==> src/rtl/bp_pht_ctrl_pkg.sv <==
// Shared types for the gshare PHT controller.
//   bp_cnt_t      : 2-bit saturating counter (bit 1 = predicted direction)
//   BP_CNT_WNT    : weakly-not-taken value used when the table is cleared
//   bp_upd_t      : queued table write {idx, wdata}
//   pht_inc/dec   : saturating counter step
package bp_pht_ctrl_pkg;

  localparam int BP_IDX_W = 9;

  typedef logic [1:0] bp_cnt_t;

  localparam bp_cnt_t BP_CNT_WNT = 2'b01;

  typedef struct packed {
    logic [BP_IDX_W-1:0] idx;
    bp_cnt_t             wdata;
  } bp_upd_t;

  typedef enum logic {ST_INIT, ST_RUN} bp_state_e;

  function automatic bp_cnt_t pht_inc(input bp_cnt_t c);
    return (c == 2'b11) ? c : c + 2'b01;
  endfunction

  function automatic bp_cnt_t pht_dec(input bp_cnt_t c);
    return (c == 2'b00) ? c : c - 2'b01;
  endfunction

endpackage

==> src/rtl/bp_pht_ctrl_upd_fifo.sv <==
// bp_upd_fifo: synchronous FIFO of pending PHT writes.
//   push/push_data : enqueue (ignored when full)
//   pop            : dequeue head (ignored when empty)
//   flush          : empty the queue
//   full/empty/count, head : occupancy and head slot
//   entries        : raw storage, read-only, for lookup forwarding
module bp_upd_fifo
  import bp_pht_ctrl_pkg::*;
#(
  parameter  int DEPTH = 4,
  localparam int AW    = $clog2(DEPTH),
  localparam int CW    = AW + 1
) (
  input  logic                  clk,
  input  logic                  resetn,
  input  logic                  push,
  input  bp_upd_t               push_data,
  input  logic                  pop,
  input  logic                  flush,
  output logic                  full,
  output logic                  empty,
  output logic [CW-1:0]         count,
  output logic [AW-1:0]         head,
  output bp_upd_t [DEPTH-1:0]   entries
);

  bp_upd_t [DEPTH-1:0] mem;
  logic [AW-1:0]       wr_ptr;
  logic                push_ok, pop_ok;

  assign full    = (count == CW'(DEPTH));
  assign empty   = (count == '0);
  assign push_ok = push && !full;
  assign pop_ok  = pop && !empty;
  assign entries = mem;

  always_ff @(posedge clk or negedge resetn) begin
    if (!resetn) begin
      wr_ptr <= '0;
      head   <= '0;
      count  <= '0;
    end else if (flush) begin
      wr_ptr <= '0;
      head   <= '0;
      count  <= '0;
    end else begin
      if (push_ok) wr_ptr <= wr_ptr + AW'(1);
      if (pop_ok)  head   <= head + AW'(1);
      case ({push_ok, pop_ok})
        2'b10:   count <= count + CW'(1);
        2'b01:   count <= count - CW'(1);
        default: ;
      endcase
    end
  end

  // Payload storage needs no reset; only slots inside [head, head+count) are ever read.
  always_ff @(posedge clk) begin
    if (push_ok && !flush) mem[wr_ptr] <= push_data;
  end

endmodule

==> src/rtl/bp_pht_ctrl.sv <==
// bp_pht_ctrl: gshare pattern-history table controller.
// Owns a single-port table of 2-bit counters and the global history register.
// Fetch lookups and queued resolve-stage writes share the one table port;
// lookups win unless the update queue is nearly full. After reset or flush
// a clear sequence writes BP_CNT_WNT to every entry before ready_o rises.
// Ports:
//   clk, resetn (async, active low), flush_i, ready_o
//   lookup_*  : fetch request/handshake (index = pc[IDX_W+1:2] ^ GHR)
//   pred_*    : registered prediction, valid one cycle after accept
//   upd_*     : resolved-branch update into the write queue
// Build option: define BP_PHT_FWD_EN to forward the youngest queued write
// that matches a lookup index into pred_cnt_o / pred_taken_o.
module bp_pht_ctrl
  import bp_pht_ctrl_pkg::*;
#(
  parameter int PHT_ENTRIES = 512,
  parameter int IDX_W       = $clog2(PHT_ENTRIES),
  parameter int UPD_Q_DEPTH = 4,
  parameter int PC_W        = 64
) (
  input  logic             clk,
  input  logic             resetn,
  input  logic             flush_i,
  output logic             ready_o,
  input  logic             lookup_valid_i,
  input  logic [PC_W-1:0]  lookup_pc_i,
  output logic             lookup_ready_o,
  output logic             pred_valid_o,
  output logic             pred_taken_o,
  output logic [IDX_W-1:0] pred_idx_o,
  output logic [1:0]       pred_cnt_o,
  output logic [IDX_W-1:0] pred_ghr_o,
  input  logic             upd_valid_i,
  output logic             upd_ready_o,
  input  logic [IDX_W-1:0] upd_idx_i,
  input  logic [1:0]       upd_cnt_i,
  input  logic             upd_taken_i,
  input  logic             upd_mispredict_i,
  input  logic [IDX_W-1:0] upd_ghr_i
);

  localparam int QAW = $clog2(UPD_Q_DEPTH);
  localparam int QCW = QAW + 1;

  bp_state_e  state;
  logic [IDX_W-1:0] ptr, ghr;
  bp_cnt_t    pht [PHT_ENTRIES];

  logic                      q_full, q_empty;
  logic [QCW-1:0]            q_count;
  logic [QAW-1:0]            q_head;
  bp_upd_t [UPD_Q_DEPTH-1:0] q_ent;
  bp_upd_t                   upd_ent, head_ent;

  logic             run, force_drain, lk_fire, up_fire, drain;
  logic [IDX_W-1:0] lk_idx;
  bp_cnt_t          tbl_rdata, lk_cnt, tbl_wdata;
  logic             tbl_we;
  logic [IDX_W-1:0] tbl_waddr;

  logic unused_bits;
  assign unused_bits = ^{lookup_pc_i[PC_W-1:IDX_W+2], lookup_pc_i[1:0], upd_ghr_i[IDX_W-1]};

  assign run         = (state == ST_RUN);
  // Keep one slot of headroom so an update can always be accepted while draining.
  assign force_drain = (q_count >= QCW'(UPD_Q_DEPTH - 1));
  assign lookup_ready_o = run && !force_drain;
  assign upd_ready_o    = run && !q_full;

  // Flush drops any handshake that coincides with it.
  assign lk_fire = lookup_valid_i && lookup_ready_o && !flush_i;
  assign up_fire = upd_valid_i && upd_ready_o && !flush_i;
  assign drain   = run && !flush_i && !lk_fire && !q_empty;

  assign lk_idx        = lookup_pc_i[IDX_W+1:2] ^ ghr;
  assign upd_ent.idx   = upd_idx_i;
  assign upd_ent.wdata = upd_taken_i ? pht_inc(upd_cnt_i) : pht_dec(upd_cnt_i);
  assign head_ent      = q_ent[q_head];

  bp_upd_fifo #(.DEPTH(UPD_Q_DEPTH)) u_fifo (
    .clk      (clk),
    .resetn   (resetn),
    .push     (up_fire),
    .push_data(upd_ent),
    .pop      (drain),
    .flush    (flush_i),
    .full     (q_full),
    .empty    (q_empty),
    .count    (q_count),
    .head     (q_head),
    .entries  (q_ent)
  );

  // Single table port: clear writes in INIT, queue-head writes in RUN.
  always_comb begin
    tbl_we    = 1'b0;
    tbl_waddr = ptr;
    tbl_wdata = BP_CNT_WNT;
    if (state == ST_INIT) begin
      tbl_we = 1'b1;
    end else if (drain) begin
      tbl_we    = 1'b1;
      tbl_waddr = head_ent.idx;
      tbl_wdata = head_ent.wdata;
    end
  end

  always_ff @(posedge clk) begin
    if (tbl_we) pht[tbl_waddr] <= tbl_wdata;
  end

  assign tbl_rdata = pht[lk_idx];

`ifdef BP_PHT_FWD_EN
  logic [QAW-1:0] slot;
  // Walk oldest to youngest so the youngest matching write wins.
  always_comb begin
    lk_cnt = tbl_rdata;
    slot   = '0;
    for (int i = 0; i < UPD_Q_DEPTH; i++) begin
      slot = q_head + QAW'(i);
      if ((QCW'(i) < q_count) && (q_ent[slot].idx == lk_idx)) lk_cnt = q_ent[slot].wdata;
    end
  end
`else
  assign lk_cnt = tbl_rdata;
`endif

  always_ff @(posedge clk or negedge resetn) begin
    if (!resetn) begin
      state        <= ST_INIT;
      ptr          <= '0;
      ghr          <= '0;
      ready_o      <= 1'b0;
      pred_valid_o <= 1'b0;
      pred_taken_o <= 1'b0;
      pred_idx_o   <= '0;
      pred_cnt_o   <= '0;
      pred_ghr_o   <= '0;
    end else begin
      pred_valid_o <= lk_fire;
      if (lk_fire) begin
        pred_idx_o   <= lk_idx;
        pred_cnt_o   <= lk_cnt;
        pred_taken_o <= lk_cnt[1];
        pred_ghr_o   <= ghr;
      end
      if (flush_i) begin
        state   <= ST_INIT;
        ptr     <= '0;
        ghr     <= '0;
        ready_o <= 1'b0;
      end else if (state == ST_INIT) begin
        ptr <= ptr + IDX_W'(1);
        if (ptr == IDX_W'(PHT_ENTRIES - 1)) begin
          state   <= ST_RUN;
          ready_o <= 1'b1;
        end
      end else begin
        // Mispredict repair takes precedence over the speculative shift.
        if (up_fire && upd_mispredict_i) ghr <= {upd_ghr_i[IDX_W-2:0], upd_taken_i};
        else if (pred_valid_o)           ghr <= {ghr[IDX_W-2:0], pred_taken_o};
      end
    end
  end

endmodule

==> config.mk <==
export PLATFORM = sky130hd
export DESIGN_NAME = bp_pht_ctrl
export DESIGN_NICKNAME = d
export VERILOG_FILES = /design/src/rtl/bp_pht_ctrl_pkg.sv /design/src/rtl/bp_pht_ctrl_upd_fifo.sv /design/src/rtl/bp_pht_ctrl.sv
export SDC_FILE = /design/constraint.sdc
export NUM_CORES = 2
export LEC_CHECK = 0
export ABC_AREA = 0
export CAP_MARGIN = 20
export CORE_MARGIN = 10
export CORE_UTILIZATION = 60
export CTS_CLUSTER_SIZE = 40
export DETAILED_ROUTE_END_ITERATION = 7
export PLACE_DENSITY = 0.76
export SLEW_MARGIN = 20
export SYNTH_ARGS = -nofsm -noshare
export SYNTH_HDL_FRONTEND = slang
export SYNTH_SLANG_ARGS = --single-unit
==> constraint.sdc <==
create_clock -name clk -period 12.6 [get_ports clk]
set_clock_uncertainty 0.2 [all_clocks]
set_input_delay 1.89 -clock clk [delete_from_list [all_inputs] [get_ports clk]]
set_output_delay 1.89 -clock clk [all_outputs]
set_load 0.01 [all_outputs]
* Word level (Yosys, flattened, before mapping) *
Memory sizes are Yosys's and may differ from the RTL's.
Index checks and enable logic that the tools add are counted.

word-level totals
  register bits = 93
  bits in writable memories = 1,024
  bits of input ports = 91
  output and inout port bits = 25
  logic and storage cells = 102
  memories kept = 1

memories
  memory  words  bits a word  read ports  clocked after memory_dff  write ports  RTL line           source
  pht     512    2            1           0                         1            bp_pht_ctrl.sv:47  bp_cnt_t pht [PHT_ENTRIES];

operators by class
  add/sub/neg operators = 7
  $lt $le $gt $ge = 4
  equal/unequal tests = 6
  muxes and demuxes = 34
  bitwise gates (word level) = 1
  reductions and logical operators = 29

operators by type and width
  cell                   number
  $mux W9                8
  $bwmux W44             1
  $bmux W11 S2           1
  $demux W11 S2          1
  $mux W11               2
  $mux W2                9
  $logic_and A1 B1 Y1    14
  $mux W1                10
  $add A9 B1 Y9 const B  1
  $eq A9 B9 Y1 const B   1
  $xor A9 B9 Y9          1
  $reduce_bool A2 Y1     4
  $add A2 B1 Y2 const B  3
  $lt A2 B3 Y1 const B   2
  $pmux W3 S2            1
  $reduce_bool A3 Y1     2
  $logic_not A1 Y1       5
  $eq A2 B2 Y1 const B   2
  $reduce_and A2 Y1      2
  $add A3 B1 Y3 const B  1
  $eq A3 B3 Y1 const B   1
  $ge A3 B2 Y1 const B   1
  $logic_not A3 Y1       1
  $mux W3                1
  6 further kinds        6

* Logic depth before layout (Yosys ltp) *
  depth after elaboration = 12
  depth in mapped cells = 12

* Hierarchy *
Synthesis repeated with hierarchy kept, for this count alone.

unflattened totals
  cell total of the unflattened synthesis = 3,661
  area total of the unflattened synthesis = 46,049.2 um^2

by module, submodules not included
  module       instances  cells each  area an instance (um^2)
  bp_pht_ctrl  1          3,550       44,094.8
  bp_upd_fifo  1          111         1,954.4

* Worst setup path before layout *
Ideal clock, no wire load.

  path type = input port to flip-flop
  from = input flush_i
  to = memory pht[0][1] (netlist name) (data pin)
  setup time = 1.531 ns
  arrival = 9.057 ns
  data required time = 10.869 ns
  setup slack = 1.811 ns
  stages = 4
  buffers on the path = 1
  cell sequence = nor2_1 o21a_1 buf_2 and2_1

between the ends
  longest elaborated chain between the ends = 7
  elaborated cells between the ends (all ways) = 8
  those cells by class = 2 x mux; 6 x reduce/logical

ends and longest elaborated chain
  element                              RTL line                              source
  start, declared                      bp_pht_ctrl.sv:23                     input logic flush_i,
  $logic_not A1 Y1 *                   bp_pht_ctrl.sv:71, bp_pht_ctrl.sv:73
  $logic_and A1 B1 Y1                  bp_pht_ctrl.sv:71                     assign lk_fire = lookup_valid_i && lookup_ready_o && !flush_i;
  $logic_not A1 Y1                     bp_pht_ctrl.sv:73                     assign drain = run && !flush_i && !lk_fire && !q_empty;
  $logic_and A1 B1 Y1 * (2 in series)  bp_pht_ctrl.sv:73
  $mux W2 *                            bp_pht_ctrl.sv:101                    end else if (drain) begin
  $mux W2 *                            bp_pht_ctrl.sv:99                     if (state == ST_INIT) begin
  via tbl_wdata[1]                     bp_pht_ctrl.sv:57                     bp_cnt_t tbl_rdata, lk_cnt, tbl_wdata;
  end, declared                        bp_pht_ctrl.sv:47

Mark *: on every way through the listed nets, which the timed path passes. The rest lies on a longest branch.

* Final worst setup path *
  from = input lookup_pc_i[2]
  to = register pred_taken_o

between the ends
  longest elaborated chain between the ends = 2

ends and longest elaborated chain
  element               RTL line            source
  start, declared       bp_pht_ctrl.sv:26   input logic [PC_W-1:0] lookup_pc_i,
  $xor A9 B9 Y9         bp_pht_ctrl.sv:75   assign lk_idx = lookup_pc_i[IDX_W+1:2] ^ ghr;
  $mem_v2 Z512 W2       n/a
  end signal, assigned  bp_pht_ctrl.sv:145  pred_taken_o <= lk_cnt[1];
  end, declared         bp_pht_ctrl.sv:29   output logic pred_taken_o,

Every way passes these cells.
A chain may end at the register's enable or synchronous reset.

==> out/metrics.yaml <==
place:
  dp_hpwl_um: 57280
  placement.io_buffers: 59
  placed_cells: 4518
  gp_congestion: 0.7830
route:
  ant_nets: 0
  vias_per_cell: 6.218
  drc_errors: 0
  vias: 29304
  routed_wl_um: 110900
  drt_iter0_drc: 3871
  wl_per_cell_um: 23.54
  first_pass_iters: 6
die:
  dieArea_mm2: 0.08796
  core_area_mm2: 0.07595
  num_rows: 101
  start_util_pct: 60.43
  ios: 116
  dieHeight_um: 296.6
  die-width_um: 296.6
synth:
  synth_edf_count: 1068
  synth_xor_area_share_pct: 0.5343
  netlist_area_mm2: 0.04590
  avgSynthCellArea_um2: 12.60
  synth_cell_types: 43
  synth_nets: 3741
  synth_area_leaders: "edfxtp_1 70%, nand2_1 7.3%, nor2_1 4.5%, mux2i_1 3.1%, nand3_1 2.8%"
  synth_top_family_by_area: "simple AND/OR/NAND/NOR gates"
  yosysSeqAreaShare_pct: 72.49
  ys.flop_type: "edfxtp_1"
  ys_async_sr_fraction_pct: 4.301
  synth_compound_area_share_pct: 5.368
  yosysWarnings: 0
  synth_mux_area_share_pct: 3.713
  synth_top_cell_area_share_pct: 69.87
  synth_simple_gate_area_share_pct: 15.18
  synth_cells: 3643
  yosys.area.top_type: "edfxtp_1"
  yosys.area_share.adder_pct: 0.2508
  ys_seq_elements: 1116
global_route:
  grt_usage_pct: 24.96
  globalRouteOverflowTotal: 0
  antenna_found_initial: 1
  grt_pass1_wl_um: 165800
  grt_max_degree: 225
  grt_pass1_vias: 28775
sta:
  fmaxAchievable_mhz: 140.8
  slew_viol_final: 0
  worst_slew_pin_slew_ns: 1.172
  finalSetupViolCount: 0
  grt_setup_unrepaired: "no"
  finalSetupTns_ns: 0
  period_share_pct: 56.38
  fin_crit_ns: 7.104
  finalHoldViolCount: 0
  slew-limit-headroom_pct: 21.85
cells_and_area:
  fill_cells: 5299
  drive_gt1_share_pct: 6.462
  multi_input_area_mm2: 0.01161
  fin_util_pct: 66.54
  nets: 3693
  area_growth_pct: 10.11
  diodes: 0
  instances_no_fill: 4713
  regArea_mm2: 0.03327
worst_setup_path:
  startpoint_type: "input port"
  end_kind: "flip-flop"
  critPathRequiredTime_ns: 12.99
  path_class: "input port to flip-flop"
  crit_fanout: 171
  crit_arrival_ns: 7.50
power_and_ir_drop:
  leakagePower_nw: 16.97
  irDropWorstVdd_v: 0.0001435
  p_per_area_mw_per_mm2: 146.1
clocking:
  cts.clk_slew.worst_paths_ns: 0.06
  htree_levels: 3
  post_cts_buffers: 0
  ctsHoldBuffers: 0
  postCtsResizedCells: 0
  cts_sinks: 1116
  cts_tree: "done"
  cts_root_buf: "clkbuf_16"
  clk-insertion-delay-late_ns: 0.67
  cts_buffer_depth: 3
  cts_inserted_buffers: 105
flow_run:
  cap_violations: 0
hold_path:
  hold_path.class: "flip-flop to flip-flop"
status:
  status: "finished clean"
==> sequential cells by signal, indices dropped and copies added, names as in the netlist, 2 cells and up <==
name	cells
u_fifo.head	2
u_fifo.wr_ptr	2
ghr	9
u_fifo.entries	44
pht	1024
u_fifo.count	3
ptr	9
pred_ghr_o	9
pred_idx_o	9
==> per-stage QoR <==
| step | area, um2 | setup slack [ns] | power, mW | hold WS, ns |
|---|---|---|---|---|
| floorplan | 45900 | 1.811 | 4.272 | 0.3026 |
| global placement | 47190 | 5.114 | 4.386 | 0.2614 |
| detailed placement | 47200 | 5.034 | 4.392 | 0.2642 |
| CTS | 50540 | 5.738 | 7.407 | 0.2795 |
| global route | 50540 | 5.436 | 7.581 | 0.3074 |
| finish | 50540 | 5.496 | 7.382 | 0.2715 |
==> cell type report <==
cell class / instances / area share (%)
timing repair buffer: 108 / 1.986
tap: 1030 / 2.550
clock inverter: 68 / 1.235
clock buffer: 127 / 5.363
multi-input combinational: 2258 / 22.98
inverter: 6 / 0.04457
sequential: 1116 / 65.84
==> synth_stat cells (5+ instances only) <==
library cell and count:
a21oi_1 9, a31oi_1 130, a32oi_1 128, and2_1 7, and3_1 7, buf_1 29, buf_2 77, buf_4 7
clkbuf_1 150, dfrtp_1 48, edfxtp_1 1068, ha_1 6, inv_1 5, mux2i_1 141, mux4_2 11, nand2_1 887
nand3_1 261, nand4_1 9, nor2_1 548, nor3_1 5, o21ai_0 14, o2bb2ai_1 9, o41ai_1 32, xnor2_1 11
xor2_1 12
==> worst max-delay path: stages <==
cell             delay (ns)
clkdlybuf4s50_1        0.65
xnor2_4                0.91
buf_12                 0.55
buf_4                  0.91
mux2i_1                0.17
a32oi_1                0.25
a31oi_1                0.16
o41ai_1                0.88
nand4_1                0.28
o22a_1                 0.25
a31oi_1                0.18
==> where the power goes <==
part | internal (mW) | leakage, nW | total, mW | switching, mW
Clock | 1.72 | 1.62 | 3.06 | 1.34
Combinational | 0.0843 | 4.05 | 0.309 | 0.224
Sequential | 4.01 | 11.3 | 4.01 | 0.00375
Total | 5.81 | 17.0 | 7.38 | 1.57
==> layout by cell type (no fill, tap or decap), types with 5 or more instances in the layout <==
cell type	netlist	layout
a21oi_1	9	9
a31oi_1	130	130
a32oi_1	128	128
and3_1	7	7
buf_4	7	45
bufinv_16	0	9
clkbuf_1	150	22
clkbuf_16	0	105
clkdlybuf4s50_1	0	58
clkinv_1	0	34
clkinv_2	0	14
dfrtp_1	48	48
edfxtp_1	1068	1068
ha_1	6	6
inv_1	5	5
mux2i_1	141	141
mux4_2	11	11
nand2_1	887	869
nand2_2	0	18
nand3_1	261	259
nand4_1	9	9
nor2_1	548	546
nor3_1	5	5
o21ai_0	14	14
o2bb2ai_1	9	9
o41ai_1	32	29
xnor2_1	11	11
xor2_1	12	12
==> per-layer routing <==
layer | global-route usage, % | up-vias | wire length, um
met4 | 10.43 | 2 | 3983
li1 | - | 13114 | -
met2 | 42.63 | 1543 | 55480
met5 | 0 | - | 17
met1 | 31.40 | 14389 | 40590
met3 | 4.193 | 256 | 10860
==> worst paths after layout <==
check,startpoint,endpoint,slack [ns],cells past startpoint
hold / removal,pred_ghr_o[4]$_DFFE_PN0P_,pred_ghr_o[4]$_DFFE_PN0P_,0.27,2
max in group asynchronous,resetn,pred_ghr_o[5]$_DFFE_PN0P_,10.65,2
setup reg to reg,ghr[0]$_DFFE_PN0P_,pred_taken_o$_DFFE_PN0P_,6.79,10
min in group asynchronous,resetn,u_fifo.count[0]$_DFFE_PN0P_,1.11,2
setup / recovery,lookup_pc_i[2],pred_taken_o$_DFFE_PN0P_,5.50,11
hold reg to reg,pred_ghr_o[4]$_DFFE_PN0P_,pred_ghr_o[4]$_DFFE_PN0P_,0.27,2
==> kinds of logic (layout without fill, tap and decap cells) <==
group | Yosys count | after routing
AOI/OAI and AO/OA | 329 | 329
xor gates and xnor gates | 25 | 25
adders and majority gates | 9 | 9
buffers and inverters | 269 | 309
DFF | 1116 | 1116
muxes | 156 | 156
and+or+nand+nor | 1739 | 1739
Power figures use the tool's default switching activity.
